### src/rtl/context_swapper.sv
// context_swapper: moves one register context between the program half of the
// register bank and data memory, one word per cycle, in either direction.
module context_swapper #(
    parameter int unsigned NREGS     = 32,
    parameter logic        PROG_BANK = 1'b1
) (
    input  logic                     Clock,
    input  logic                     Reset,
    input  logic                     Start,
    input  logic                     Save,
    input  logic [31:0]              ProcBase,
    input  logic [31:0]              RegData,
    input  logic [31:0]              MemDataIn,
    output logic [$clog2(NREGS)-1:0] RegAddr,
    output logic                     RegSelect,
    output logic                     RegWrite,
    output logic [31:0]              RegDataOut,
    output logic [31:0]              MemAddr,
    output logic                     MemRead,
    output logic                     MemWrite,
    output logic [31:0]              MemDataOut,
    output logic                     Busy,
    output logic                     Done
);
    localparam int unsigned   IW   = $clog2(NREGS);
    localparam logic [IW-1:0] LAST = IW'(NREGS - 1);

    typedef enum logic [2:0] {IDLE, SAVE, RESTORE, FLUSH, DONE} state_t;

    state_t        state_q, state_d;
    logic [IW-1:0] idx_q, idx_d;
    logic [31:0]   base_q, base_d;

    always_ff @(posedge Clock) begin
        if (!Reset) begin
            state_q <= IDLE;
            idx_q   <= '0;
        end else begin
            state_q <= state_d;
            idx_q   <= idx_d;
        end
    end

    // Base only matters outside IDLE, where every output using it is gated.
    always_ff @(posedge Clock) begin
        base_q <= base_d;
    end

    always_comb begin
        state_d    = state_q;
        idx_d      = idx_q;
        base_d     = base_q;
        RegAddr    = '0;
        RegSelect  = 1'b0;
        RegWrite   = 1'b0;
        RegDataOut = '0;
        MemAddr    = '0;
        MemRead    = 1'b0;
        MemWrite   = 1'b0;
        MemDataOut = '0;
        Busy       = 1'b0;
        Done       = 1'b0;
        case (state_q)
            IDLE: begin
                if (Start) begin
                    base_d  = ProcBase;
                    idx_d   = '0;
                    state_d = Save ? SAVE : RESTORE;
                end
            end
            SAVE: begin
                Busy       = 1'b1;
                RegSelect  = PROG_BANK;
                RegAddr    = idx_q;
                MemAddr    = base_q + 32'(idx_q);
                MemDataOut = RegData;
                MemWrite   = 1'b1;
                idx_d      = idx_q + 1'b1;
                if (idx_q == LAST) begin
                    idx_d   = '0;
                    state_d = DONE;
                end
            end
            RESTORE: begin
                Busy      = 1'b1;
                RegSelect = PROG_BANK;
                MemRead   = 1'b1;
                MemAddr   = base_q + 32'(idx_q);
                // Memory read data trails its address by a cycle, so writes lag by one index.
                if (idx_q != '0) begin
                    RegWrite   = 1'b1;
                    RegAddr    = idx_q - 1'b1;
                    RegDataOut = MemDataIn;
                end
                idx_d = idx_q + 1'b1;
                if (idx_q == LAST) begin
                    idx_d   = '0;
                    state_d = FLUSH;
                end
            end
            FLUSH: begin
                Busy       = 1'b1;
                RegSelect  = PROG_BANK;
                RegWrite   = 1'b1;
                RegAddr    = LAST;
                RegDataOut = MemDataIn;
                state_d    = DONE;
            end
            DONE: begin
                Done    = 1'b1;
                state_d = IDLE;
            end
            default: state_d = IDLE;
        endcase
    end
endmodule

### config.mk
export PLATFORM = sky130hd
export DESIGN_NAME = context_swapper
export DESIGN_NICKNAME = d
export VERILOG_FILES = /design/src/rtl/context_swapper.sv
export SDC_FILE = /design/constraint.sdc
export NUM_CORES = 1
export LEC_CHECK = 0
export BUFFER_PORTS_ARGS = -buffer_cell sky130_fd_sc_hd__clkbuf_2
export CAP_MARGIN = 10
export CORE_UTILIZATION = 45
export DETAILED_ROUTE_END_ITERATION = 12
export PLACE_DENSITY = 0.93
export SYNTH_ARGS = -nofsm -noshare
export SYNTH_HDL_FRONTEND = slang
export SYNTH_SLANG_ARGS = --single-unit
### constraint.sdc
create_clock -name Clock -period 9.58 [get_ports Clock]
set_input_delay 0.479 -clock Clock [delete_from_list [all_inputs] [get_ports Clock]]
set_output_delay 0.479 -clock Clock [all_outputs]
set_load 0.02 [all_outputs]
# [Yosys cells after proc, flatten, opt, wreduce, memory -nomap -nowiden]
# Index checks and enable logic that the tools add are counted.
[word_totals] regBits=40 latch_bits=0 ram_bits=0 romBits=0 input_bits=100 output_inout_bits=107 word_cells=42 n_memories=0
[op_classes] addsub=3 multipliers=0 div_mod_pow=0 order_cmp=0 eq_ne=8 n_shift=0 mux=20 n_bitwise=0 n_reduce_logical=8
[ops] op="$mux 32" n=3
[ops] op="$pmux 32 s2" n=1
[ops] op="$add 32x5->32" n=1
[ops] op="$mux 5" n=3
[ops] op="$pmux 5 s3" n=1
[ops] op="$pmux 3 s4" n=1
[ops] op="$pmux 5 s2" n=1
[ops] op="$mux 3" n=3
[ops] op="$eq 3x2->1 const B" n=2
[ops] op="$ne 2x2->1 const B" n=3
[ops] op="$add 5x1->5 const B" n=1
[ops] op="$eq 5x5->1 const B" n=1
[ops] op="$mux 1" n=5
[ops] op="$reduce_bool 5->1" n=1
[ops] op="$sub 5x1->5 const B" n=1
[ops] op="$reduce_and 2->1" n=2
[ops] op="$eq 3x1->1 const B" n=1
[ops] op="$eq 3x3->1 const B" n=1
[ops] op="$logic_not 3->1" n=1
[ops] op="$reduce_and 3->1" n=1
[ops] op="$reduce_or 3->1" n=1
[ops] op="$mux 2" n=1
[ops] op="$pmux 1 s2" n=1
[ops] op="$reduce_bool 2->1" n=1
[ops] op="$reduce_or 2->1" n=1

# [Logic depth before layout (Yosys ltp)]
# Gate-level depths: netlist of the first run.
[logic_depth] ltp_word=4 depth_mapped=8 mapped_depth_nobuf=7

# [Worst setup path after synthesis of the first run]
# OpenSTA, ideal clock, no wires.
[synth_timing] kind="flip-flop to flip-flop" startpoint="register state_q[1]" endpoint="register base_q[0], enable pin" setup_time_ns=0.513 arrival_ns=4.018 t_required_ns=9.067 path_slack_ns=5.050 path_stages_with_launch=4 path_buffers=2 period_less_slack_ns=4.530 path_cell_list="dfxtp_1 > buf_2 > clkbuf_1 > nor4b_1"
[synth_between] elab_chain_len=2
[synth_lines] item="from (decl)" line="30" source="state_t state_q, state_d;"
[synth_lines] item="from (signal assigned)" line="39" source="state_q <= state_d;"
[synth_lines] item="$logic_not 3->1" line="63" source="case (state_q)"
[synth_lines] item="$reduce_and 2->1 (no source line)"
[synth_lines] item="to (signal assigned)" line="46" source="base_q <= base_d;"
[synth_lines] item="to (decl)" line="32" source="logic [31:0] base_q, base_d;"
# Every way passes these cells.
# A chain may end at the register's enable or synchronous reset.

# [Final worst setup path of the first run]
[layout_timing] startpoint="register idx_q[4]" endpoint="output port MemAddr[27]"
[layout_between] elab_chain_len=2
[layout_lines] item="from (decl)" line="31" source="logic [IW-1:0] idx_q, idx_d;"
[layout_lines] item="from (signal assigned)" line="40" source="idx_q <= idx_d;"
[layout_lines] item="$add 32x5->32" line="75, 88"
[layout_lines] item="$mux 32"
[layout_lines] item="to (decl)" line="18" source="output logic [31:0] MemAddr,"
# Every way passes these cells.

==> results of run 1 <==
==> logic make-up after synthesis <==
family	after synthesis	synth area share (%)
and+or+nand+nor	176	35.4
adders and majority gates	9	4.12
buffers and inverters	30	4.47
xor gates and xnor gates	19	5.71
AOI/OAI and AO/OA	57	11.8
DFF	40	38.5
==> sequential cells by signal (all words and copies together), names as in the netlist <==
signal,cells
idx_q,5
base_q,32
state_q,3
==> layout by cell type, fill, tap and decap left out, drive strengths merged, types with 5 or more instances in the layout <==
cell and instances:
nor2 32, xor2 5, o21ai 14, edfxtp 32, and2 68, ha 8
dfxtp 8, inv 11, nand3 9, nor3 13, or3 13, clkbuf 212
nand2 13, a21oi 21, xnor2 14
==> critical path: cells and delay by family, from the launching register on <==
kind	cells	cell delay, ns
adder cells (fa/ha/maj)	1	0.33
flip-flops	1	0.44
buffers and inverters	1	0.20
AO/OA/AOI/OAI	5	1.74
==> metrics by stage <==
| step | area, um2 | cells | total power, mW | utilization [%] | hold slack (ns) |
|---|---|---|---|---|---|
| 6_report | 4070 | 604 | 0.495 | 66.8 | 0.350 |
| 3_3_place_gp | 3980 | 596 | 0.384 | 65.3 | 0.556 |
| 4_1_cts | 4070 | 604 | 0.498 | 66.7 | 0.344 |
| 2_1_floorplan | 2910 | 331 | 0.325 | - | 0.503 |
| 5_1_grt | 4070 | 604 | 0.521 | 66.8 | 0.340 |
| 3_5_place_dp | 3980 | 596 | 0.388 | 65.3 | 0.582 |
==> synth_stat cells (3+ instances only) <==
master | instances | area [um2]
a21o_1 | 4 | 30.0
a21oi_1 | 21 | 105
a22oi_1 | 4 | 30.0
and2_1 | 68 | 425
and3_1 | 4 | 25.0
buf_2 | 5 | 25.0
clkbuf_1 | 11 | 41.3
dfxtp_1 | 8 | 160
edfxtp_1 | 32 | 961
ha_1 | 8 | 100
inv_1 | 11 | 41.3
nand2_1 | 13 | 48.8
nand3_1 | 8 | 40.0
nor2_1 | 30 | 113
nor2b_1 | 3 | 18.8
nor3_1 | 13 | 65.1
o211ai_1 | 4 | 30.0
o21ai_0 | 14 | 70.1
or3_1 | 13 | 81.3
or4_1 | 3 | 22.5
xnor2_1 | 14 | 123
xor2_1 | 5 | 43.8
==> worst max path at each step <==
stage	endpoint	slack (ns)	depth (start not counted)
floorplan	base_q[0]	5.05	3
global placement	MemAddr[27]	6.61	7
detailed placement	MemAddr[27]	6.47	7
CTS	MemAddr[27]	6.11	7
global route	MemAddr[23]	5.86	7
finish	MemAddr[27]	6.10	7
==> report_power, final <==
part / internal, mW / leakage, nW / total (mW) / switching (mW)
clock: 0.0505 / 0.0388 / 0.110 / 0.0595
combinational: 0.0628 / 1.57 / 0.166 / 0.103
sequential: 0.203 / 0.370 / 0.218 / 0.0151
total: 0.317 / 1.98 / 0.495 / 0.178
==> per-layer routing <==
layer	vias to the layer above	global-route usage (%)
met2	129	43.0
met3	9	3.41
met5	-	0
li1	1551	-
met4	0	7.89
met1	1440	27.5
==> final cells by class <==
cell class | instances | area, um2
Timing Repair Buffer | 209 | 1050
Fill cell | 517 | 2020
Clock buffer | 6 | 72.6
Multi-Input combinational cell | 261 | 1680
Clock inverter | 2 | 11.3
Sequential cell | 40 | 1120
Inverter | 11 | 41.3
Tap cell | 75 | 93.8
==> flow_summary.ini, run 1 <==
[status]
outcome = complete, no violations

[detailed_routing]
drt_iter0_drc = 177
route.met3.wl_um = 539
viasPerCell = 5.18
top_layer_used = met4
wl_per_cell_um = 14.2
wl_met2_mm = 4.61
wl_mm = 8.59
via_count = 3129
first_pass_iters = 4
drc = 0
ant_nets = 0
drt-met1-wl_mm = 3.32

[die]
die_h_um = 82.5
die_x_um = 82.5
initial_utilization_pct = 47.8
ios = 207
rows = 28
dieArea_mm2 = 0.00680
core_mm2 = 0.00610

[timing]
finalCritPeriodShare_pct = 36.4
post-route-min-period_ns = 3.48
setup_violations = 0
fin_ws_ns = 6.10
rsz0062_at_grt = no
slew_headroom_pct = 23.0
finalSetupTns_ns = 0
max_freq_mhz = 287
finClkSkew_ns = 0.00671
hold_viol = 0
worst_slew_pin_slew_ns = 1.15
slew_viol_final = 0

[clock_network]
hold_buffers = 0
cts_inserted_buffers = 5
cts_tree = yes
clock-sinks = 40
clockBufferDepth = 2
cts_root_buf = clkbuf_8
cts-resized-gates = 0
clock_latency_ns = 0.30
clk_pin_slew_worst_paths_ns = 0.08
cts_max_level = 2
cts_setup_buffers = 0

[worst_setup_path]
timing.rr.start = state_q[1]
cpMaxStageDelayCell = o211ai_1
crit_start = idx_q[4]
cp_cell_sequence = ha_1 -> a21o_1 -> a31o_2 -> o211ai_1 -> o21ai_0 -> a21oi_1 -> clkbuf_2
crit_arrival_ns = 3.00
critPathMaxStageDelay_ns = 0.87
start_kind = flip-flop
crit_type = reg2out
cp-end-kind = output port
cp_max_fo = 16
required_ns = 9.10
r2r_setup_slack_ns = 7.23
rr_worst_depth = 4
reg2reg_to = idx_q[2]

[global_routing]
grt_pass1_vias = 2614
grt_pass1_wl_mm = 11.7
antenna_found_initial = 0
grt.total_usage_pct = 23.3
grt_start_max_net_pins = 35
grt_overflow = 0

[logic_synthesis]
synthCells = 331
seq_area_frac_synth_pct = 38.5
ys_warn_count = 0
yosysUniqueCellTypes = 48
ys.flop_type = edfxtp_1
synthArstFlopShare_pct = 0
syn_nets = 440
syn_avg_cell_area_um2 = 8.80
synth_edf_count = 32
ys_ff_latch = 40
syn_area_mm2 = 0.00291

[place]
place_ws_ns = 6.47
io_buffers = 206
gp_congestion = 0.888
post-dp-hpwl_mm = 6.72

[power]
p_leak_nw = 1.98
max-vdd-ir-drop_v = 0.000114
power_density_mw_per_mm2 = 121

[cells_and_area]
areaGrowthSynthToFinish_pct = 39.8
diodes = 0
drive_gt1_share_pct = 43.1
final_net_count = 637

[min_path]
holdPathEnd = base_q[30]
min_path_type = in2reg
hold_start = ProcBase[30]
whs_path_depth = 1

[flow_run]
drv_cap = 0
Note: power is estimated with default switching activity, not from simulation.
==> inputs of run 2 (changes only) <==
Settings changed: CORE_UTILIZATION 45 to 38, PLACE_DENSITY 0.93 to 0.84.
Clock period 9.58 ns to 2.9 ns, I/O delays scaled along.
==> flow_summary.ini, run 2 (synthesized netlist as in run 1, its figures left out) <==
[status]
outcome = complete, no violations

[cells_and_area]
diodes = 0
largest_reg_flops = 32
design_area_mm2 = 0.00417
final_cell_mix = clkbuf_2, and2_1, edfxtp_1
areaGrowthSynthToFinish_pct = 43.1
final_net_count = 641
reg_top3 = base_q x32, idx_q x5, state_q x3
post-route-util_pct = 56.9
n_fill_cell = 664
final_common_cell = clkbuf_2
drive_gt1_share_pct = 44.1
largest_register = base_q

[timing]
setup_violations = 0
finClkSkew_ns = 0.00937
hold_viol = 0
worst_slew_pin_slew_ns = 0.627
max_freq_mhz = 368
slew_headroom_pct = 57.8
slew_viol_final = 0
rsz0062_at_grt = no
finalSetupTns_ns = 0
whs_ns = 0.0220
finalCritPeriodShare_pct = 93.8
post-route-min-period_ns = 2.72
fin_ws_ns = 0.181

[die]
die_x_um = 89.6
initial_utilization_pct = 39.7
die_h_um = 89.6
rows = 31
ios = 207
core_mm2 = 0.00733
dieArea_mm2 = 0.00802

[worst_setup_path]
critPathMaxStageDelay_ns = 0.41
crit_type = reg2out
cpLargestDelayFamily = compound AO/OA/AOI/OAI gates
cpMaxStageDelayCell = fa_1
cp-end-kind = output port
critPathBufInv = 1
cp_max_fo = 9
crit_arrival_ns = 2.57
required_ns = 2.76
start_kind = flip-flop
cp_cell_sequence = ha_1 -> fa_1 -> a21o_1 -> a22oi_2 -> and4bb_1 -> a31o_2 -> a21oi_1 -> clkbuf_2

[min_path]
min_path_type = in2reg

[clock_network]
cts_root_buf = clkbuf_8
cts-resized-gates = 0
clock_latency_ns = 0.29
cts_setup_buffers = 0
cts_max_level = 2
cts_tree = yes
clk_pin_slew_worst_paths_ns = 0.09
clockBufferDepth = 2
hold_buffers = 0
clock-sinks = 40
cts_inserted_buffers = 5

[power]
p_clk_share_pct = 26.0
max-vdd-ir-drop_v = 0.000259
p_seq_share_pct = 41.7
p_sw_share_pct = 33.8
p_leak_nw = 2.03
power_density_mw_per_mm2 = 413
p_switching_mw = 0.583
p_int_mw = 1.14
power_frac_comb_pct = 32.3

[global_routing]
grt.total_usage_pct = 19.3
antenna_found_initial = 0
grt_pass1_vias = 2625
grt_overflow = 0
grt_pass1_wl_mm = 11.9
grt_start_max_net_pins = 34

[place]
place_ws_ns = 0.401
post_dp_cell_area_mm2 = 0.00405
io_buffers = 206
post-dp-hpwl_mm = 6.67
gp_congestion = 0.862

[detailed_routing]
drc = 0
via_count = 3106
first_pass_iters = 5
ant_nets = 0
wl_mm = 8.30
wl_per_cell_um = 13.1
drt_iter0_drc = 198
viasPerCell = 4.91

[flow_run]
drv_cap = 0
-- run 2: per-layer routing --
metal / vias up / GRT usage [%] / routed length [um]
met4: 0 / 5.48 / 90
li1: 1556 / - / -
met5: - / 0 / 0
met3: 6 / 2.95 / 435
met2: 113 / 31.6 / 4140
met1: 1431 / 26.4 / 3630
-- run 2: power groups by stage --
| stage | registers (mW) | logic (mW) | clock network (mW) |
|---|---|---|---|
| floorplan | 0.714 | 0.360 | 0 |
| global placement | 0.727 | 0.548 | 0 |
| detailed placement | 0.730 | 0.555 | 0 |
| CTS | 0.718 | 0.559 | 0.464 |
| global route | 0.726 | 0.616 | 0.483 |
| finish | 0.718 | 0.556 | 0.448 |
-- run 2: area by class of cell --
type                            count  area (um2)  share of cell area (%)
Timing Repair Buffer              213        1080                    26.0
Tap cell                           99         124                    2.97
Clock buffer                        5        68.8                    1.65
Clock inverter                      3        42.5                    1.02
Sequential cell                    40        1120                    26.9
Inverter                           11        41.3                   0.991
Multi-Input combinational cell    261        1690                    40.5
-- run 2: path summary, 6_finish.rpt --
check / startpoint / end / slack (ns) / cells after the start
hold / removal: ProcBase[25] / base_q[25] / 0.02 / 1
setup / recovery: idx_q[0] / MemAddr[28] / 0.18 / 8
setup reg to reg: state_q[0] / idx_q[3] / 0.95 / 4
hold reg to reg: idx_q[3] / idx_q[3] / 0.58 / 2
-- run 2: through the flow --
stage / total power, mW / std cells
after floorplan: 1.07 / 331
after global placement: 1.27 / 624
after detailed placement: 1.29 / 624
after CTS: 1.74 / 632
after global routing: 1.83 / 632
final: 1.72 / 632
==> inputs of run 3 (changes only) <==
Settings changed: PLACE_DENSITY 0.84 to 0.78.
==> flow_summary.ini, run 3 (synthesized netlist as in run 1, its figures left out) <==
[clock_network]
cts_inserted_buffers = 5
cts_tree = yes
clockBufferDepth = 2
clock-sinks = 40
clk_pin_slew_worst_paths_ns = 0.08
cts_max_level = 2
cts_root_buf = clkbuf_8
clock_latency_ns = 0.29

[detailed_routing]
drt-met1-wl_mm = 3.54
wl_mm = 8.41
top_layer_used = met4
ant_nets = 0
via_count = 3086
drt_iter0_drc = 127
viasPerCell = 4.89
wl_met2_mm = 4.34
first_pass_iters = 4
wl_per_cell_um = 13.3
drc = 0
route.met3.wl_um = 434

[worst_setup_path]
start_kind = flip-flop
required_ns = 2.76
crit_arrival_ns = 2.54
crit_type = reg2out
cp_max_fo = 9
cp-end-kind = output port

[global_routing]
grt.total_usage_pct = 19.0
grt_pass1_vias = 2557
grt_pass1_wl_mm = 11.6
antenna_found_initial = 0
grt_start_max_net_pins = 34
grt_overflow = 0

[min_path]
min_path_type = in2reg

[cells_and_area]
post-route-util_pct = 56.7
reg_top3 = base_q x32, idx_q x5, state_q x3
regArea_mm2 = 0.00112
largest_reg_flops = 32
finalNonFillerCells = 631
final_net_count = 640
n_fill_cell = 653
multiInputGateArea_mm2 = 0.00169
largest_register = base_q
areaGrowthSynthToFinish_pct = 42.7
diodes = 0
final_cell_mix = clkbuf_2, and2_1, edfxtp_1
final_common_cell = clkbuf_2
drive_gt1_share_pct = 43.6

[power]
p_leak_nw = 2.02
power_density_mw_per_mm2 = 412
max-vdd-ir-drop_v = 0.000227
p_total_mw = 1.71

[flow_run]
drv_cap = 0

[timing]
post-route-min-period_ns = 2.69
slew_headroom_pct = 55.2
finalCritPeriodShare_pct = 92.7
slew_viol_final = 0
finalSetupTns_ns = 0
max_freq_mhz = 372
setup_violations = 0
worst_slew_pin_slew_ns = 0.667
rsz0062_at_grt = no
hold_viol = 0
finClkSkew_ns = 0.00529

[place]
gp_congestion = 0.800
dp.cells = 623
io_buffers = 206
post-dp-hpwl_mm = 6.83

[die]
dieArea_mm2 = 0.00802
initial_utilization_pct = 39.7
core_mm2 = 0.00733
ios = 207
die_h_um = 89.6
rows = 31
die_x_um = 89.6

[status]
outcome = complete, no violations
-- run 3: final timing paths --
kind | from | endpoint | slack (ns) | depth (start not counted)
worst max-delay path | idx_q[0] | MemAddr[28] | 0.21 | 8
worst min-delay path | ProcBase[6] | base_q[6] | 0.03 | 1
worst max register to register | state_q[1] | idx_q[2] | 0.90 | 4
worst min register to register | idx_q[3] | idx_q[3] | 0.58 | 2
-- run 3: worst max-delay path: stages (launching register included) --
cell and delay (ns):
dfxtp_1 0.39, ha_1 0.26, fa_1 0.40, a21o_1 0.22, a22oi_2 0.16, and4bb_1 0.28
a31o_2 0.25, a21oi_1 0.11, clkbuf_2 0.18
-- run 3: through the flow --
stage / hold WS, ns / instance area (um2) / worst slack, ns
after floorplan: 0.244 / 2930 / 0.473
after global placement: 0.323 / 4040 / 0.440
after detailed placement: 0.324 / 4040 / 0.427
after CTS: 0.0160 / 4150 / 0.104
after global routing: 0.00712 / 4160 / 0.0182
final: 0.0257 / 4160 / 0.211
-- run 3: layer usage --
metal  track usage (%)  vias up
met5                 0        -
met4              5.48        0
met3              3.88        6
met2              33.3      100
met1              23.6     1424
li1                  -     1556
-- run 3: final cells by class --
type	count	share of cell area, %
clock inverter	3	0.903
clock buffer	5	1.66
tap	99	2.98
inverter	11	0.994
sequential	40	27.0
timing repair buffer	212	25.9
multi-input combinational	261	40.6
-- run 3: what timing repair did --
item                       4_1_cts  5_1_grt
buffers inserted                 0        0
hold buffers                     0        0
setup endpoints to repair        0        1
gates resized for setup          0        1
-- run 3: power by group --
part / internal (mW) / switching (mW) / total, mW / leakage [nW]
Combinational: 0.212 / 0.335 / 0.547 / 1.60
Sequential: 0.672 / 0.0521 / 0.724 / 0.370
Clock: 0.251 / 0.190 / 0.441 / 0.0532
Total: 1.13 / 0.577 / 1.71 / 2.02
